==> config.mk <==
export PLATFORM = sky130hd
export DESIGN_NAME = inport_fifo
export DESIGN_NICKNAME = d
export VERILOG_FILES = /design/src/rtl/inport_fifo.sv
export SDC_FILE = /design/constraint.sdc
export NUM_CORES = 1
export LEC_CHECK = 0
export ABC_AREA = 1
export ABC_CLOCK_PERIOD_IN_PS = 8000
export BUFFER_PORTS_ARGS = -buffer_cell sky130_fd_sc_hd__buf_4
export CAP_MARGIN = 20
export CORE_ASPECT_RATIO = 1.2
export CORE_UTILIZATION = 50
export CTS_CLUSTER_SIZE = 10
export DETAILED_ROUTE_END_ITERATION = 6
export PLACE_DENSITY = 0.73
export SETUP_SLACK_MARGIN = 0.15
export SYNTH_ARGS = -nofsm -noshare
export SYNTH_HDL_FRONTEND = slang
export SYNTH_SLANG_ARGS = --single-unit
==> constraint.sdc <==
create_clock -name clock -period 8 [get_ports clock]
set_input_delay 0.4 -clock clock [delete_from_list [all_inputs] [get_ports clock]]
set_output_delay 0.4 -clock clock [all_outputs]
set_load 0.02 [all_outputs]
==> src/rtl/inport_fifo.sv <==
// ============================================================================
// inport_fifo
// ----------------------------------------------------------------------------
// Input port for the datapath. An external producer presents a word on
// External_Input and raises strobe. Both are asynchronous to clock.
//
// Capture path:
//   - strobe goes through a two-flop synchroniser (s1 -> s2) and then a
//     history flop (s3).
//   - External_Input goes through two matching stages (d1 -> d2), so the
//     data word stays aligned with s2.
//   - A capture is taken on the synchronised rising edge of strobe.
//
// Captured words are held in a DEPTH-entry FIFO. The datapath drains one word
// per cycle that rd_en is high. The head word is shown combinationally, so the
// datapath samples it in the same cycle that it pulses rd_en.
//
// Optional build macro:
//   INPORT_DEBOUNCE_EN - strobe must stay high (after synchronisation) for
//                        DEBOUNCE_CYCLES cycles before a capture is taken.
//                        Shorter glitches are ignored.
//
// Parameters:
//   DATA_WIDTH_IN   - external input bus width
//   DATA_WIDTH_OUT  - datapath bus width. Zero-extended when wider than the
//                     input; the low bits are kept when narrower.
//   DEPTH           - number of FIFO entries (power of 2, at least 2)
//   INIT            - value shown on External_output while the FIFO is empty
//   DEBOUNCE_CYCLES - stable-high cycles before capture (debounce build only)
//
// Ports:
//   clock           in   system clock; all state changes on its rising edge
//   clear           in   synchronous active-high reset; wins over all else
//   strobe          in   async "data ready" from the external source
//   External_Input  in   async data, held stable while strobe is high
//   rd_en           in   pop request; ignored while the FIFO is empty
//   External_output out  head-of-FIFO word (show-ahead), or INIT when empty
//   data_valid      out  FIFO holds at least one word
//   full            out  count == DEPTH
//   overflow        out  sticky; a word was dropped because the FIFO was full
//   count           out  number of stored words
// ============================================================================
module inport_fifo #(
    parameter int          DATA_WIDTH_IN   = 32,
    parameter int          DATA_WIDTH_OUT  = 32,
    parameter int          DEPTH           = 4,
    parameter logic [31:0] INIT            = 32'h0,
    parameter int          DEBOUNCE_CYCLES = 4
) (
    input  logic                          clock,
    input  logic                          clear,
    input  logic                          strobe,
    input  logic [DATA_WIDTH_IN-1:0]      External_Input,
    input  logic                          rd_en,
    output logic [DATA_WIDTH_OUT-1:0]     External_output,
    output logic                          data_valid,
    output logic                          full,
    output logic                          overflow,
    output logic [$clog2(DEPTH):0]        count
);

    localparam int PW = $clog2(DEPTH);
    localparam int CW = PW + 1;

    // Reject unusable configurations at elaboration time.
    // An illegal parameter set stops the build here, before it can fail
    // silently in hardware.
    if ((DEPTH < 2) || ((DEPTH & (DEPTH - 1)) != 0) || (DEBOUNCE_CYCLES < 1)
        || (DATA_WIDTH_IN < 1) || (DATA_WIDTH_OUT < 1)) begin : g_bad_param
        $error("inport_fifo: illegal parameter set");
    end

    // ------------------------------------------------------------------------
    // Synchroniser for strobe and data
    // ------------------------------------------------------------------------
    logic                     s1;
    logic                     s2;
    logic [DATA_WIDTH_IN-1:0] d1;
    logic [DATA_WIDTH_IN-1:0] d2;
    logic                     cap;

    always_ff @(posedge clock) begin
        if (clear) begin
            s1 <= 1'b0;
            s2 <= 1'b0;
            d1 <= '0;
            d2 <= '0;
        end else begin
            s1 <= strobe;
            s2 <= s1;
            d1 <= External_Input;
            d2 <= d1;
        end
    end

`ifdef INPORT_DEBOUNCE_EN
    // ------------------------------------------------------------------------
    // Debounce
    // ------------------------------------------------------------------------
    // deb_cnt counts the cycles that s2 has been high, and saturates at
    // DEBOUNCE_CYCLES. deb_done remembers that this high period has already
    // produced its capture. Without it, a saturated counter would capture
    // again on every cycle.
    localparam int DW = $clog2(DEBOUNCE_CYCLES + 1);
    localparam logic [DW-1:0] DEB_MAX = DW'(DEBOUNCE_CYCLES);

    logic [DW-1:0] deb_cnt;
    logic          deb_done;

    always_ff @(posedge clock) begin
        if (clear) begin
            deb_cnt  <= '0;
            deb_done <= 1'b0;
        end else if (!s2) begin
            deb_cnt  <= '0;
            deb_done <= 1'b0;
        end else begin
            if (deb_cnt != DEB_MAX) begin
                deb_cnt <= deb_cnt + DW'(1);
            end
            if (deb_cnt == DEB_MAX) begin
                deb_done <= 1'b1;
            end
        end
    end

    assign cap = s2 && (deb_cnt == DEB_MAX) && !deb_done;
`else
    // ------------------------------------------------------------------------
    // Edge detect: one capture per synchronised rising edge of strobe
    // ------------------------------------------------------------------------
    logic s3;

    always_ff @(posedge clock) begin
        if (clear) begin
            s3 <= 1'b0;
        end else begin
            s3 <= s2;
        end
    end

    // s3 is cleared by clear. So if strobe is still high when clear is
    // released, that strobe is seen as a new edge and produces a capture.
    assign cap = s2 && !s3;
`endif

    // ------------------------------------------------------------------------
    // FIFO storage and pointers
    // ------------------------------------------------------------------------
    logic [DATA_WIDTH_IN-1:0] mem [DEPTH];
    logic [PW-1:0]            wr_ptr;
    logic [PW-1:0]            rd_ptr;
    logic [CW-1:0]            count_q;
    logic                     overflow_q;

    logic empty;
    logic full_i;
    logic do_rd;
    logic do_wr;
    logic ovf_set;

    assign empty  = (count_q == '0);
    assign full_i = (count_q == CW'(DEPTH));

    // A pop is allowed whenever the FIFO holds data.
    // A push is allowed when there is room, or when the FIFO is full but a
    // pop frees a slot in the same cycle. That lets a full FIFO keep
    // streaming without setting overflow.
    // On an empty FIFO a same-cycle pop is ignored, so the pushed word stays.
    assign do_rd   = rd_en && !empty;
    assign do_wr   = cap && (!full_i || do_rd);
    assign ovf_set = cap && full_i && !rd_en;

    // Stored entries are never reset. They cannot be seen until they have
    // been rewritten.
    always_ff @(posedge clock) begin
        if (!clear && do_wr) begin
            mem[wr_ptr] <= d2;
        end
    end

    always_ff @(posedge clock) begin
        if (clear) begin
            wr_ptr     <= '0;
            rd_ptr     <= '0;
            count_q    <= '0;
            overflow_q <= 1'b0;
        end else begin
            // DEPTH is a power of 2, so the pointers wrap by plain overflow.
            if (do_wr) begin
                wr_ptr <= wr_ptr + PW'(1);
            end
            if (do_rd) begin
                rd_ptr <= rd_ptr + PW'(1);
            end

            case ({do_wr, do_rd})
                2'b10:   count_q <= count_q + CW'(1);
                2'b01:   count_q <= count_q - CW'(1);
                default: count_q <= count_q;
            endcase

            if (ovf_set) begin
                overflow_q <= 1'b1;
            end
        end
    end

    // ------------------------------------------------------------------------
    // Outputs
    // ------------------------------------------------------------------------
    // A size cast does both width conversions: it zero-extends a narrow word
    // and keeps only the low bits of a wide one.
    logic [DATA_WIDTH_OUT-1:0] head_out;
    logic [DATA_WIDTH_OUT-1:0] init_out;

    assign head_out = DATA_WIDTH_OUT'(mem[rd_ptr]);
    assign init_out = DATA_WIDTH_OUT'(INIT);

    assign External_output = empty ? init_out : head_out;
    assign data_valid      = !empty;
    assign full            = full_i;
    assign overflow        = overflow_q;
    assign count           = count_q;

endmodule

=== Word-level counts from Yosys, hierarchy flattened ===
Memory sizes are Yosys's and may differ from the RTL's. A register that Yosys moved wholly into a read port is not among the register bits.
Index checks and enable logic that the tools add are counted.

* Add/sub/neg operators: 4
* Equal/unequal tests: 3
* Muxes and demuxes: 6
* Reductions and logical operators: 14

{| class="wikitable"
|+ Operators with widths
! kind !! number
|-
| $mux 32 || 1
|-
| $logic_and 1x1->1 || 6
|-
| $pmux 3 s2 || 1
|-
| $logic_not 1->1 || 5
|-
| $add 2x1->2 const B || 2
|-
| $mux 2 || 2
|-
| $add 3x1->3 const B || 1
|-
| $eq 3x3->1 const B || 1
|-
| $logic_not 3->1 || 1
|-
| $sub 3x1->3 const B || 1
|-
| $eq 2x1->1 const B || 1
|-
| $eq 2x2->1 const B || 1
|-
| $mux 1 || 2
|-
| $reduce_bool 2->1 || 1
|-
| $logic_or 1x1->1 || 1
|}

* Flip-flop bits (word level): 75
* RAM bits: 128
* Logic and storage cells: 37
* Memories kept: 1

{| class="wikitable"
|+ Memory list
! memory !! depth !! width !! rd ports !! clocked after memory_dff !! wr ports !! line !! source
|-
| mem || 4 || 32 || 1 || 1 || 1 || 150 || <nowiki>logic [DATA_WIDTH_IN-1:0] mem [DEPTH];</nowiki>
|}

=== Logic depth before layout (Yosys ltp) ===
Gate-level depths: netlist of run 1.

* Word-level depth: 8
* Mapped depth: 10
* Gate-level depth less buffers: 10

=== Least setup slack after synthesis of run 1 ===
Ideal clock, no wire load.

* Kind: register to register
* Start point: register count_q[0] (netlist: count[0])
* End point: memory mem[0][0] (enable)
* Library setup time: 0.421 ns
* Arrival time: 2.327 ns
* Data required time: 7.579 ns
* Path slack: 5.252 ns
* Stages on the path, launching flop included: 7
* Path buffers: 0
* Period minus slack after synthesis: 2.748 ns
* Cells stage by stage: dfxtp_1 nor2_2 nand2_1 inv_2 nand2_1 nand3_1 nor2_1

* Elaborated cells on any way between the ends: 10

{| class="wikitable"
|+ RTL lines
! element !! line !! source
|-
| start, declared || 153 || <nowiki>logic [CW-1:0] count_q;</nowiki>
|-
| start signal, assigned || 198 || <nowiki>2'b10: count_q <= count_q + CW'(1);</nowiki>
|-
| start signal, assigned || 199 || <nowiki>2'b01: count_q <= count_q - CW'(1);</nowiki>
|-
| start signal, assigned || 200 || <nowiki>default: count_q <= count_q;</nowiki>
|-
| $eq 3x3->1 || 163 || <nowiki>assign full_i = (count_q == CW'(DEPTH));</nowiki>
|-
| named net full || 57 || <nowiki>output logic full,</nowiki>
|-
| $logic_not 1->1 || 171 || <nowiki>assign do_wr = cap && (!full_i || do_rd);</nowiki>
|-
| $logic_or 1x1->1 || 171 ||
|-
| $logic_and 1x1->1 || 171 ||
|-
| $logic_and 1x1->1 || 177 || <nowiki>if (!clear && do_wr) begin</nowiki>
|-
| $mux 1 || 177 ||
|-
| $mux 1 (not written as such) || 178 || <nowiki>mem[wr_ptr] <= d2;</nowiki>
|-
| end, declared || 150 ||
|}

The timed path passes the listed nets, and every way through them passes these cells.

==> results of run 1 <==
-- worst reg2reg max path, stage by stage (launching register included) --
cell	delay [ns]
dfxtp_1	0.40
nor2_2	0.07
nand2_1	0.11
inv_2	0.06
nand2_1	0.09
nand3_1	0.31
nor2_4	0.89
-- flip-flops by register name (all words and copies together), names as in the netlist, named ones only --
register	cells
count	3
d1	32
d2	32
mem	128
overflow	1
rd_ptr	2
s1	1
s2	1
s3	1
wr_ptr	2
-- power groups by stage --
stage	sequential [mW]	combinational [mW]	clock, mW
6_report	1.16	0.399	0.974
4_1_cts	1.16	0.404	0.994
5_1_grt	1.17	0.436	1.04
3_5_place_dp	1.18	0.402	0
3_3_place_gp	1.18	0.393	0
2_1_floorplan	1.18	0.260	0
-- metal layers --
metal / up-vias / track usage [%] / wire [um]
met5: - / 0 / 0
met4: 0 / 7.602 / 332
met3: 22 / 2.640 / 785
met2: 114 / 33.64 / 7036
met1: 2137 / 20.04 / 5079
li1: 2278 / - / -
-- per-stage QoR --
step           instance area (um^2)  cells  worst slack (ns)
2_1_floorplan                  7387    659             5.252
3_3_place_gp                   8025    879             5.425
3_5_place_dp                   8025    879             5.332
4_1_cts                        8743    923             4.864
5_1_grt                        8758    924             4.653
6_report                       8758    924             4.851
-- cells in the mapped netlist --
cell type	count	area, um^2
buf_6	7	78.83
nand4_1	1	6.260
edfxtp_1	128	3844
a21boi_0	1	7.510
o21ai_0	43	215.2
clkbuf_1	13	48.80
a31oi_1	1	6.260
nor2_1	202	758.2
nand2_1	8	30.03
dfxtp_1	77	1541
nand3_1	3	15.01
nand3_2	1	10.01
nand2_2	4	25.02
nand3_4	1	17.52
nor2_2	1	6.260
fa_1	1	20.02
buf_2	11	55.05
ha_1	4	50.05
o21ai_1	26	130.1
inv_1	85	319.1
a21oi_1	39	195.2
inv_2	2	7.510
-- cell families (layout without fill, tap and decap cells) --
kind of cell    Yosys count  count (layout)
compound gates          110             110
fa+ha+maj                 5               5
buf+inv                 118             208
flops                   205             205
simple gates            221             221
-- worst paths after layout --
path                                   startpoint                  end  slack [ns]
worst max-delay path                    flip-flop  External_output[20]        4.85
worst min-delay path            External_Input[3]                d1[3]        0.10
worst max register to register           count[1]           mem[1][14]        5.67
worst min register to register             d1[19]               d2[19]        0.39
-- layout make-up --
| type | count | area, um^2 | share of cell area, % |
|---|---|---|---|
| Clock buffer | 44 | 718.2 | 8.200 |
| Tap cell | 175 | 219.0 | 2.500 |
| Multi-Input combinational cell | 336 | 1523 | 17.39 |
| Sequential cell | 205 | 5386 | 61.50 |
| Inverter | 87 | 326.6 | 3.729 |
| Timing Repair Buffer | 77 | 585.6 | 6.686 |
==> key figures, run 1 <==
CTS
  – Clk_lat worst skew: approximately 0.5 ns
  – Post-CTS sizing: 0
  – Total CTS buffers: 24
  – Clock-pin slew on the worst setup and hold paths: ~0.060 ns
  – H-tree levels: 1
  – Post-CTS Setup Bufs: 0
  – CTS tree: built
  – # hold bufs at CTS: 0
  – Root Buffer: clkbuf_16
  – Clk buf depth: 3
  – Clock sinks: ~210

STA
  – Fmax: about 320 MHz
  – Hold Fails Final Rpt: 0
  – Setup TNS: 0 ns
  – Clock skew: around 0.011 ns
  – Final worst-path cycle share: between 30% and 40%
  – Final Setup Violations: 0
  – Slew Viols, Final: 0
  – Hold slack: a little over 0.1 ns
  – RSZ-0062 raised after global routing: no
  – Max_slew headroom: between 30% and 40%
  – Min cycle time layout: between 3 and 4 ns
  – Worst-margin pin slew: between 1 and 1.5 ns

Pwr
  – Leak pwr: 3.503 nW
  – Overall Power: 2.535 mW
  – Internal Power: ~1.9 mW
  – Sequential Power Share: about 46%
  – Sw frac: between 20% and 30%
  – Power per cell area: ~290 nW/um^2
  – Clock network power share: between 30% and 40%
  – NetSw: 649.3 uW
  – Worst vdd rail ir drop: 0.1630 mV
  – Combinational power share: 15.7%

Floorplanning
  – Die height: between 100 and 150 um
  – Initial core utilization: 51.25%
  – Row cnt: 48
  – Die ar.: between 15000 and 20000 um^2
  – Core box area: between 10000 and 15000 um^2
  – Die X: ~110 um
  – # IOs: 74

Placement
  – Number of port buffers: between 70 and 80
  – Hpwl dp: ~7.6 mm
  – GPL Wtd Cong: 0.7596

Flow run
  – Maxcap violations: 0

GRT
  – Vias in the first global route: around 4.6k
  – Total track usage: 17.83%
  – Pin count of the biggest net entering global routing: 71
  – Grt ovf: 0
  – First-pass GRT wire length: around 21 mm
  – Initial antenna violation count: 0

Finish
  – Leading cell types in the layout, fill and taps excluded: nor2_1 (198), edfxtp_1 (128), inv_1 (85), dfxtp_1 (76), buf_4 (76)
  – Post-layout util: 60.76%
  – Ratio of cells with drive above 1 in the final layout: between 15 and 20%
  – # fillers: around 1.1k
  – Nets: 772
  – Area growth syn-to-layout: 18.56%
  – # diodes: 0
  – Commonest non-fill, non-tap cell in the layout: nor2_1

Synthesis
  – Syn Nets: 700
  – Post-synthesis adder-cell area fraction: less than 1%
  – Synth Cell Area: 7387 um^2
  – Mapped Cells: 659
  – Post-Syn Area per Cell: ~11 um^2
  – Number of synthesis warnings: 0
  – Seq cells post-synth: about 210
  – Synth Area in Simple Gates: 11.75%
  – Synth Area in Compound Gates: between 7 and 8%
  – Synth cell types: 22
  – Multiplexer share of the synthesized area: 0%
  – Register area share after synthesis: between 70 and 80%
  – XOR/XNOR Fraction of Synth Area: 0%
  – Largest family of logic cells by synthesized area: simple AND/OR/NAND/NOR gates

Drt
  – Vias/cell: approximately 5
  – DR vias: roughly 4.6k
  – First DRT Iteration DRCs: roughly 250
  – DR DRC count: 0
  – Drt first pass iters: 5
  – DRT Wirelength: 13.23 mm
  – WL/cell: around 14 um
  – Post-DRT Antenna Nets: 0

Worst setup path
  – WP data required: roughly 7.6 ns
  – CP Data Arrival Time: 2.75 ns
  – CP delay by family, top: buffers and inverters
  – Critical path depth in cells: 5
  – Crit end category: output pin
  – Critical path launch point type: flip-flop
  – CP max FO: 65
  – Buf+Inv Stages, Crit Path: 3
  – Worst R2R Path Depth: 6
  – Crit-path most repeated cell: buf_4
  – CP cell instances: buf_4 -> inv_2 -> o21ai_0 -> a21oi_1 -> buf_4
  – Setup CP Type: flip-flop to output pin
  – Largest stage delay on the critical path: around 0.75 ns
  – Worst path slowest cell: inv_2

Hold path
  – Tightest Hold Check Type: primary input to flip-flop
  – Hold Crit Depth: 3

Outcome
  – Status: finished clean
Note: power is estimated with default switching activity, not from simulation.
==> run 2, diff against run 1 <==
--- a/config.mk
+++ b/config.mk
@@ -6,7 +6,7 @@
 export NUM_CORES = 1
 export LEC_CHECK = 0
 export ABC_AREA = 1
-export ABC_CLOCK_PERIOD_IN_PS = 8000
+export ABC_CLOCK_PERIOD_IN_PS = 3300
 export BUFFER_PORTS_ARGS = -buffer_cell sky130_fd_sc_hd__buf_4
 export CAP_MARGIN = 20
 export CORE_ASPECT_RATIO = 1.2
==> constraint.sdc (replaced) <==
create_clock -name clock -period 3.3 [get_ports clock]
set_input_delay 0.165 -clock clock [delete_from_list [all_inputs] [get_ports clock]]
set_output_delay 0.165 -clock clock [all_outputs]
set_load 0.02 [all_outputs]
==> key figures, run 2 (synthesis results as in run 1) <==
Finish
  – Nets: 811
  – Largest register by flop count: mem
  – Post-layout util: between 60% and 70%
  – Footprint of the multi-input gates: 1523 um^2
  – Commonest non-fill, non-tap cell in the layout: nor2_1
  – Leading cell types in the layout, fill and taps excluded: nor2_1 (198), edfxtp_1 (128), inv_1 (85), buf_4 (83), dfxtp_1 (76)
  – Sequential cell area: about 5400 um^2
  – # diodes: 0
  – Max reg flops: ~130
  – Area growth syn-to-layout: 23.24%
  – Ratio of cells with drive above 1 in the final layout: approximately 16%
  – Largest registers: mem (128), d1 (32), d2 (32)
  – # fillers: ~1.1k

Pwr
  – Worst vdd rail ir drop: 0.5797 mV
  – Sw frac: approximately a quarter
  – Clock network power share: ~38%
  – Sequential Power Share: 45.9%
  – NetSw: 1.597 mW
  – Internal Power: ~4.5 mW
  – Combinational power share: roughly 16%
  – Power per cell area: 674.8 nW/um^2
  – Leak pwr: around 3.7 nW

Worst setup path
  – Buf+Inv Stages, Crit Path: 3
  – Crit end category: output pin
  – Critical path launch point type: flip-flop
  – WP data required: 3.13 ns
  – CP delay by family, top: buffers and inverters
  – Largest stage delay on the critical path: ~0.57 ns
  – CP cell instances: buf_4 -> inv_1 -> nor2_1 -> o21ai_0 -> a21oi_1 -> buf_4
  – CP max FO: 33
  – Crit-path most repeated cell: buf_4
  – Setup CP Type: flip-flop to output pin
  – CP Data Arrival Time: roughly 2.6 ns
  – Worst path slowest cell: inv_1

Drt
  – First DRT Iteration DRCs: roughly 230
  – DR DRC count: 0
  – Post-DRT Antenna Nets: 0
  – Vias/cell: slightly below 5
  – Drt first pass iters: 7
  – DRT Wirelength: approximately 14 mm
  – DR vias: around 4.7k
  – WL/cell: 14.55 um

CTS
  – Clock sinks: 205
  – Total CTS buffers: 24
  – Clk buf depth: 3
  – Root Buffer: clkbuf_16
  – Clock-pin slew on the worst setup and hold paths: ~0.05 ns
  – Clk_lat worst skew: roughly 0.50 ns
  – H-tree levels: 1
  – CTS tree: built
  – Post-CTS Setup Bufs: 0

Floorplanning
  – Die ar.: roughly 15000 um^2
  – Die X: approximately 110 um
  – Initial core utilization: a little over 50%
  – Die height: 135.2 um
  – # IOs: 74
  – Core box area: approximately 14000 um^2
  – Row cnt: 48

GRT
  – Grt ovf: 0
  – Total track usage: 19.04%
  – Initial antenna violation count: 0
  – Vias in the first global route: between 4k and 5k
  – First-pass GRT wire length: about 23 mm
  – Pin count of the biggest net entering global routing: 71

STA
  – Slew Viols, Final: 0
  – Worst-margin pin slew: between 1 and 1.5 ns
  – Hold slack: approximately 0.074 ns
  – Fmax: about 360 MHz
  – Hold Fails Final Rpt: 0
  – Setup TNS: 0 ns
  – Final Setup Violations: 0
  – Min cycle time layout: 2.755 ns
  – Clock skew: about 0.0090 ns
  – Max_slew headroom: 29.67%
  – Final worst-path cycle share: between 80 and 90%
  – RSZ-0062 raised after global routing: no

Outcome
  – Status: finished clean

Hold path
  – Tightest Hold Check Type: primary input to flip-flop

Flow run
  – Maxcap violations: 0

Placement
  – Number of port buffers: between 70 and 80
  – GPL Wtd Cong: 0.8004
  – Hpwl dp: about 8.0 mm
run 2: through the flow:
| stage | cell area, um^2 | std cells | total power, mW | worst slack, ns |
|---|---|---|---|---|
| 2_1_floorplan | 7387 | 659 | 3.500 | 0.5516 |
| 5_1_grt | 9104 | 962 | 6.377 | 0.3280 |
| 4_1_cts | 9104 | 962 | 6.190 | 0.4911 |
| 3_5_place_dp | 8078 | 886 | 3.859 | 0.9508 |
| 6_report | 9104 | 962 | 6.143 | 0.5451 |
| 3_3_place_gp | 8078 | 886 | 3.833 | 1.038 |
run 2: path summary, 6_finish.rpt:
| path | end | cells past startpoint | slack (ns) | startpoint |
|---|---|---|---|---|
| max | External_output[25] | 6 | 0.55 | flip-flop |
| min reg2reg | d2[28] | 2 | 0.40 | d1[28] |
| min | flip-flop | 4 | 0.07 | rd_en |
| max reg2reg | mem[2][30] | 7 | 1.06 | count[1] |
run 2: final cells by class:
class / count / area share, %
clock inverters: 1 / 0.06872
clock buffers: 42 / 7.573
well taps: 175 / 2.405
flip-flops and latches: 205 / 59.17
multi-input cells: 336 / 16.73
inverters: 87 / 3.587
repair buffers: 116 / 10.47
run 2: timing repair:
item | 4_1_cts | 5_1_grt
setup endpoints to repair | 0 | 0
endpoints found under the hold margin | 33 | 0
resized for setup | 0 | 0
hold buffers | 33 | 0
run 2: layer usage:
metal / up-vias / share of wire (%) / global-route usage, %
li1: 2356 / - / -
met1: 2204 / 40 / 22.11
met2: 122 / 53 / 35.53
met3: 22 / 5.5 / 3.356
met4: 0 / 2.0 / 6.360
met5: - / 0 / 0
run 2: worst reg2reg max path, cell delays in order (launching register included):
cell and delay (ns):
dfxtp_1 0.39, nor2_2 0.07, nand2_1 0.11, inv_2 0.06
nand2_1 0.08, nand3_1 0.31, nor2_4 0.56, buf_4 0.34
run 2: power groups by stage:
| stage | Sequential (mW) | Clock, mW | Combinational (mW) |
|---|---|---|---|
| 2_1_floorplan | 2.87 | 0 | 0.630 |
| 3_3_place_gp | 2.87 | 0 | 0.964 |
| 3_5_place_dp | 2.87 | 0 | 0.986 |
| 4_1_cts | 2.82 | 2.35 | 1.02 |
| 5_1_grt | 2.83 | 2.44 | 1.11 |
| 6_report | 2.82 | 2.31 | 1.01 |
